**src/rtl/sfp_prbs_checker_popcount_tree.sv**
```systemverilog
// popcount_tree: combinational count of set bits in a word
module popcount_tree #(
    parameter int DATA_W = 32,
    parameter int CNT_W  = $clog2(DATA_W + 1)
) (
    input  logic [DATA_W-1:0] i_data,
    output logic [CNT_W-1:0]  o_count
);

    // Sum every bit; synthesis balances the adder chain into a tree
    always_comb begin
        o_count = '0;
        for (int i = 0; i < DATA_W; i++) o_count = o_count + CNT_W'(i_data[i]);
    end

endmodule

```
**config.mk**
```make
export PLATFORM = sky130hd
export DESIGN_NAME = popcount_tree
export DESIGN_NICKNAME = d
export VERILOG_FILES = /design/src/rtl/sfp_prbs_checker_popcount_tree.sv
export SDC_FILE = /design/constraint.sdc
export NUM_CORES = 1
export LEC_CHECK = 0
export BUFFER_PORTS_ARGS = -buffer_cell sky130_fd_sc_hd__buf_2
export CORE_MARGIN = 2
export CORE_UTILIZATION = 53
export DETAILED_ROUTE_END_ITERATION = 8
export GPL_TIMING_DRIVEN = 0
export PLACE_DENSITY = 0.95
export SETUP_SLACK_MARGIN = 0.4
export SLEW_MARGIN = 20
export SYNTH_ARGS = -nofsm -noshare
export SYNTH_HDL_FRONTEND = slang
export SYNTH_SLANG_ARGS = --single-unit
```
**constraint.sdc**
```tcl
create_clock -name vclk -period 13.9
set_input_delay 1.39 -clock vclk [all_inputs]
set_output_delay 1.39 -clock vclk [all_outputs]
set_load 0.02 [all_outputs]
```
==> impl_metrics.tcl, run 1 <==
set metrics [dict create \
    status "completed" \
    ios 38 \
    worstMarginPinSlew_ns 0.136 \
    synth_top_cell_area_share_pct 63.4 \
    start_util_pct 57.5 \
    finalSetupViolCount 0 \
    grt_use_met2_pct 48.1 \
    core_area_mm2 0.00132 \
    avgSynthCellArea_um2 10.4 \
    routedWlPerCell_um 11.7 \
    nets 176 \
    num_rows 13 \
    max-cap-violations 0 \
    mostFrequentLayoutCell "buf_2" \
    vias 591 \
    hold_viol 0 \
    totalWireLength_um 1470 \
    postCtsSetupBuffers 0 \
    min_period_ns 7.29 \
    drive_above_1_share_pct 36.0 \
    tns_ns 0 \
    die_h_um 41.8 \
    ant_nets 0 \
    crit_path_max_fanout 2 \
    cts_hold_buf 0 \
    grt_util_all_layers_pct 20.6 \
    place_congestion 0.712 \
    nFillCells 114 \
    cpMostUsedCell "fa_1" \
    fin_crit_sh_pct 52.5 \
    antenna_cells 0 \
    yosys.area.top_type "fa_1" \
    relSlewSlack_pct 90.8 \
    path_delay_family "adder cells" \
    grt_max_degree 4 \
    grt_pass1_vias 712 \
    yosys_warnings 0 \
    syn_area_um2 758 \
    numPortBuffers 38 \
    synth_cell_types 11 \
    max_freq_ghz 0.137 \
    slowest_stage "fa_1" \
    cp-start-kind "input pin" \
    synthTopCellsByArea "fa_1 (63%), inv_1 (15%), ha_1 (12%), a21oi_2 (2.3%), xnor2_1 (2.3%)" \
    final_cell_mix "buf_2 (38), inv_1 (30), fa_1 (24)" \
    seq_area_frac_synth_pct 0 \
    grt_antenna_before_repair 0 \
    cp.arrival_ns 5.90 \
    vias_per_cell 4.69 \
    cp_cell_sequence "buf_2 > inv_1 > fa_1 > inv_1 > fa_1 > fa_1 > fa_1 > fa_1 > inv_1 > fa_1 > inv_1 > ha_1 > inv_1 > fa_1 > nand2b_1 > a21oi_2 > xor2_1 > buf_2" \
    grt_use_met3_pct 0.870 \
    post_cts_resized 0 \
    postSynthCellCount 73 \
    syn2layout_area_growth_pct 27.6 \
    dp_hpwl_um 1460 \
    path_buf_inv 7 \
    worst_setup_path_end_kind "primary output" \
    die_x_um 41.8 \
    clock_buffers 0 \
    synth_nets 136 \
    seqCellArea_um2 0 \
    top_usage_layer "met2" \
    slew_violations 0 \
    slowest_delay_ns 0.56 \
    seq_cell_count 0 \
    drt_first_pass_iters 3 \
    drt_iter0_markers 2 \
    grt.overflow.total 0 \
    required_ns 12.51 \
    use_met1_pct 19.2 \
    grt_pass1_wl_um 2800 \
    rsz0062_at_grt "no" \
    die_area_mm2 0.00175 \
    path_class "in -> out" \
    drc 0 \
    hp-class "in -> out" \
]
synthesized netlist by cell type, drive strengths merged:
library cell  number
nand2              2
inv               30
nor2               2
xor2               1
a21oi              2
nand2b             1
fa                24
o21ai              1
ha                 7
xnor2              2
a21o               1
kinds of logic (layout without fill, tap and decap cells):
| group | count (synthesis) | in the layout | synth area share [%] |
|---|---|---|---|
| compound gates | 4 | 4 | 3.96 |
| buf+inv | 30 | 68 | 14.9 |
| fa+ha+maj | 31 | 31 | 74.9 |
| xor+xnor | 3 | 3 | 3.47 |
| simple gates | 5 | 5 | 2.81 |
per-layer routing:
| layer | up-vias | wire, µm |
|---|---|---|
| li1 | 276 | - |
| met1 | 293 | 385 |
| met2 | 22 | 991 |
| met3 | 0 | 93 |
| met4 | 0 | 0 |
| met5 | - | 0 |
final timing paths:
kind / from / end / cells past startpoint
worst max-delay path: i_data[0] / o_count[4] / 18
worst min-delay path: i_data[2] / o_count[0] / 3
cell type report:
cell class / count / area (µm²) / share of cell area, %
Multi-Input combinational cell: 43 / 646 / 66.8
Timing Repair Buffer: 38 / 190 / 19.7
Inverter: 30 / 113 / 11.6
Tap cell: 15 / 18.8 / 1.94
metrics by stage:
| step | hold slack (ns) | area [µm²] | utilization, % | setup WS, ns | instances |
|---|---|---|---|---|---|
| finish | 3.12 | 967 | 73.4 | 6.61 | 126 |
| floorplan | 2.99 | 758 | - | 6.82 | 73 |
| global route | 3.14 | 967 | 73.4 | 6.39 | 126 |
| detailed placement | 3.13 | 967 | 73.4 | 6.58 | 126 |
| CTS | 3.13 | 967 | 73.4 | 6.56 | 126 |
| global placement | 3.12 | 967 | 73.4 | 6.68 | 126 |
Power of run 1 is not shown: default switching activity piles up to over one toggle a cycle in this logic, so the estimate is an artifact.
==> inputs of run 2 (changes only) <==
CORE_ASPECT_RATIO = 0.9   (was unset)
CORE_UTILIZATION = 44   (was 53)
PLACE_DENSITY = 0.91   (was 0.95)
clock period = 5.9 ns   (was 13.9 ns; I/O delays follow)
==> run 2 against run 1 <==
  * Sequential share of layout area unchanged
  * Global-route usage down 7.8 points
  * Critical endpoint unchanged
  * Hold slack worse by 1.6 ns
  * Critical path type unchanged
  * Via count up 0.85%
  * Design area up 10%
==> impl_metrics.tcl, run 2 (synthesis gave the netlist of run 1 again) <==
set metrics [dict create \
    setup_ws_ns 0.357 \
    max-cap-violations 0 \
    path_class "in -> out" \
    worst_setup_path_end_kind "primary output" \
    status "completed" \
    grt_util_all_layers_pct 12.7 \
    cp-start-kind "input pin" \
    core_area_mm2 0.00165 \
    required_ns 5.31 \
    grt_pass1_wl_um 1980 \
    max_freq_ghz 0.180 \
    path_delay_family "adder cells" \
    drt_first_pass_iters 3 \
    antenna_cells 0 \
    syn2layout_area_growth_pct 40.9 \
    drt_iter0_markers 1 \
    vias 596 \
    seq_cell_count 0 \
    drive_above_1_share_pct 45.6 \
    path_buf_inv 7 \
    final_cell_mix "buf_2 (34), inv_1 (27), fa_1 (21)" \
    cp_cell_sequence "buf_6 > inv_2 > fa_1 > inv_1 > fa_1 > fa_2 > fa_2 > fa_1 > inv_1 > fa_1 > inv_2 > ha_4 > inv_2 > fa_2 > nand2b_4 > a21oi_4 > xor2_1 > buf_4" \
    rsz0062_at_grt "yes" \
    crit_path_max_fanout 2 \
    grt.overflow.total 0 \
    grt_pass1_vias 598 \
    slowest_stage "fa_2" \
    routedWlPerCell_um 9.36 \
    routed-wl-met3_um 92 \
    clock_buffers 0 \
    cpMostUsedCell "fa_1" \
    start_util_pct 46.0 \
    die_area_mm2 0.00207 \
    dp_hpwl_um 1290 \
    num_rows 14 \
    hp-class "in -> out" \
    cts_hold_buf 0 \
    tns_ns 0 \
    wl_met1_um 417 \
    ant_nets 0 \
    die_x_um 47.8 \
    worstMarginPinSlew_ns 0.222 \
    ios 38 \
    totalWireLength_um 1290 \
    grt_antenna_before_repair 0 \
    grt_max_degree 4 \
    topRoutingLayerUsed "met4" \
    numPortBuffers 38 \
    multi_input_area_um2 688 \
    slew_violations 0 \
    fin_crit_sh_pct 93.9 \
    drc 0 \
    finalSetupViolCount 0 \
    vias_per_cell 4.32 \
    die_h_um 43.4 \
    wl_met2_um 759 \
    cp.arrival_ns 4.95 \
    mostFrequentLayoutCell "buf_2" \
    seqCellArea_um2 0 \
    relSlewSlack_pct 85.2 \
    slowest_delay_ns 0.57 \
    hold_viol 0 \
    nets 179 \
    nFillCells 153 \
    min_period_ns 5.54 \
    dp_slack_ns 0.193 \
    place_congestion 0.653 \
]
-- run 2: changes by cell type in the layout (fill, tap and decap cells not counted), moves of 3 or more --
cell   before  now
inv_2       0    3
buf_4       0    3
fa_2        0    3
buf_2      38   34
buf_6       0    4
fa_1       24   21
inv_1      30   27
-- run 2: per-stage QoR --
stage	instance area [µm²]	cells	util [%]	hold WS, ns
global placement	978	135	59.4	1.52
CTS	1010	137	61.2	1.54
floorplan	758	73	-	1.39
detailed placement	978	135	59.4	1.52
global route	1070	138	64.9	1.57
finish	1070	138	64.9	1.55
-- run 2: what timing repair did --
| item | 4_1_cts | 5_1_grt |
|---|---|---|
| setup buffers | 2 | 1 |
| resized for setup | 6 | 12 |
| setup endpoints to repair | 2 | 5 |
| cloned | 0 | 0 |
| pin swaps | 12 | 13 |
-- run 2: area by class of cell --
type | count | area share (%)
well taps | 24 | 2.81
multi-input cells | 43 | 64.4
inverters | 30 | 10.5
repair buffers | 41 | 22.2
-- run 2: path summary, 6_finish.rpt --
path,from,end,slack [ns],depth (start not counted)
setup / recovery,i_data[3],o_count[4],0.36,18
hold / removal,i_data[2],o_count[0],1.55,3
-- run 2: tightest hold or removal path: cells and delay by family --
| family | cells | cell delay [ns] |
|---|---|---|
| adder cells (fa/ha/maj) | 1 | 0.12 |
| buffers and inverters | 2 | 0.25 |
-- run 2: per-layer routing --
layer	vias up	global-route usage (%)
met1	287	12.3
li1	283	-
met3	2	0.417
met5	-	0
met4	0	3.24
met2	24	26.9
Power of run 2 is left out for the same reason.
==> inputs of run 3 (changes only) <==
CORE_UTILIZATION = 45   (was 44)
PLACE_DENSITY = 0.89   (was 0.91)
clock period = 6.83 ns   (was 5.9 ns; I/O delays follow)
==> run 3 against run 2 <==
  * Final cell count down 2.2%
  * Largest cell class unchanged
  * Non-clock buffer count down 3
  * Design area down 8.4%
  * Core utilization down 4.8 points
  * Critical path depth unchanged
  * First-iteration DRC count down 100%
  * Sequential share of layout area unchanged
  * Flip-flop and latch count unchanged
  * Wire length up 5.7%
==> impl_metrics.tcl, run 3 (synthesis gave the netlist of run 1 again) <==
set metrics [dict create \
    worstMarginPinSlew_ns 0.145 \
    core_area_mm2 0.00163 \
    seqCellArea_um2 0 \
    drc 0 \
    hp-class "in -> out" \
    routedWlPerCell_um 10.1 \
    max-cap-violations 0 \
    grt_antenna_before_repair 0 \
    required_ns 6.15 \
    relSlewSlack_pct 90.3 \
    numPortBuffers 38 \
    syn2layout_area_growth_pct 29.0 \
    finalSetupViolCount 0 \
    antenna_cells 0 \
    tns_ns 0 \
    totalWireLength_um 1360 \
    path_class "in -> out" \
    grt_util_all_layers_pct 15.6 \
    vias_per_cell 4.29 \
    die_x_um 47.3 \
    slew_violations 0 \
    rsz0062_at_grt "no" \
    mostFrequentLayoutCell "buf_2" \
    hold_viol 0 \
    nets 176 \
    grt.overflow.total 0 \
    status "completed" \
    postCtsSetupBuffers 0 \
    grt_max_degree 4 \
    grt_pass1_vias 681 \
    drive_above_1_share_pct 36.0 \
    die_h_um 42.9 \
    cp-start-kind "input pin" \
    clock_buffers 0 \
    final_cell_mix "buf_2 (38), inv_1 (30), fa_1 (24)" \
    drt_iter0_markers 0 \
    ios 38 \
    vias 579 \
    grt_pass1_wl_um 2380 \
    start_util_pct 46.5 \
    cts_hold_buf 0 \
    place_congestion 0.656 \
    drt_first_pass_iters 1 \
    fin_crit_sh_pct 85.8 \
    die_area_mm2 0.00203 \
    post_cts_resized 0 \
    dp_hpwl_um 1400 \
    crit_path_max_fanout 2 \
    worst_setup_path_end_kind "primary output" \
    min_period_ns 5.86 \
    num_rows 14 \
    cp.arrival_ns 5.18 \
    ant_nets 0 \
    seq_cell_count 0 \
    max_freq_ghz 0.171 \
]
[run 3: cell count changes in the layout (fill, tap and decap cells not counted), sizes merged]
cell | before | now
buf | 41 | 38
[run 3: routing by layer]
layer  share of wire, %  global-route usage [%]
met3                6.6                       0
met1                 29                    15.3
met5                  0                       0
met4                  0                       0
met2                 64                    34.6
[run 3: cell type report]
type | count | area, µm²
fill | 153 | 651
multi-input combinational | 43 | 646
timing repair buffer | 38 | 190
inverter | 30 | 113
tap | 24 | 30.0
[run 3: final timing paths]
path / slack [ns] / start / cells after the start / end
worst max-delay path: 0.97 / i_data[0] / 18 / o_count[4]
worst min-delay path: 1.71 / i_data[2] / 3 / o_count[0]
[run 3: stage by stage]
stage	hold WS [ns]	setup WS [ns]	area, µm²	util (%)	instances
after global placement	1.70	1.02	978	60.1	135
final	1.71	0.968	978	60.1	135
after floorplan	1.58	1.16	758	-	73
after detailed placement	1.72	0.940	978	60.1	135
after global routing	1.74	0.708	978	60.1	135
after CTS	1.72	0.928	978	60.1	135
[run 3: worst max-delay path, stage by stage]
cell and delay [ns]:
buf_2 0.07, inv_1 0.04, fa_1 0.53, inv_1 0.05, fa_1 0.49, fa_1 0.56
fa_1 0.44, fa_1 0.53, inv_1 0.05, fa_1 0.42, inv_1 0.07, ha_1 0.16
inv_1 0.05, fa_1 0.39, nand2b_1 0.17, a21oi_2 0.13, xor2_1 0.15, buf_2 0.18
Power of run 3 is left out for the same reason.
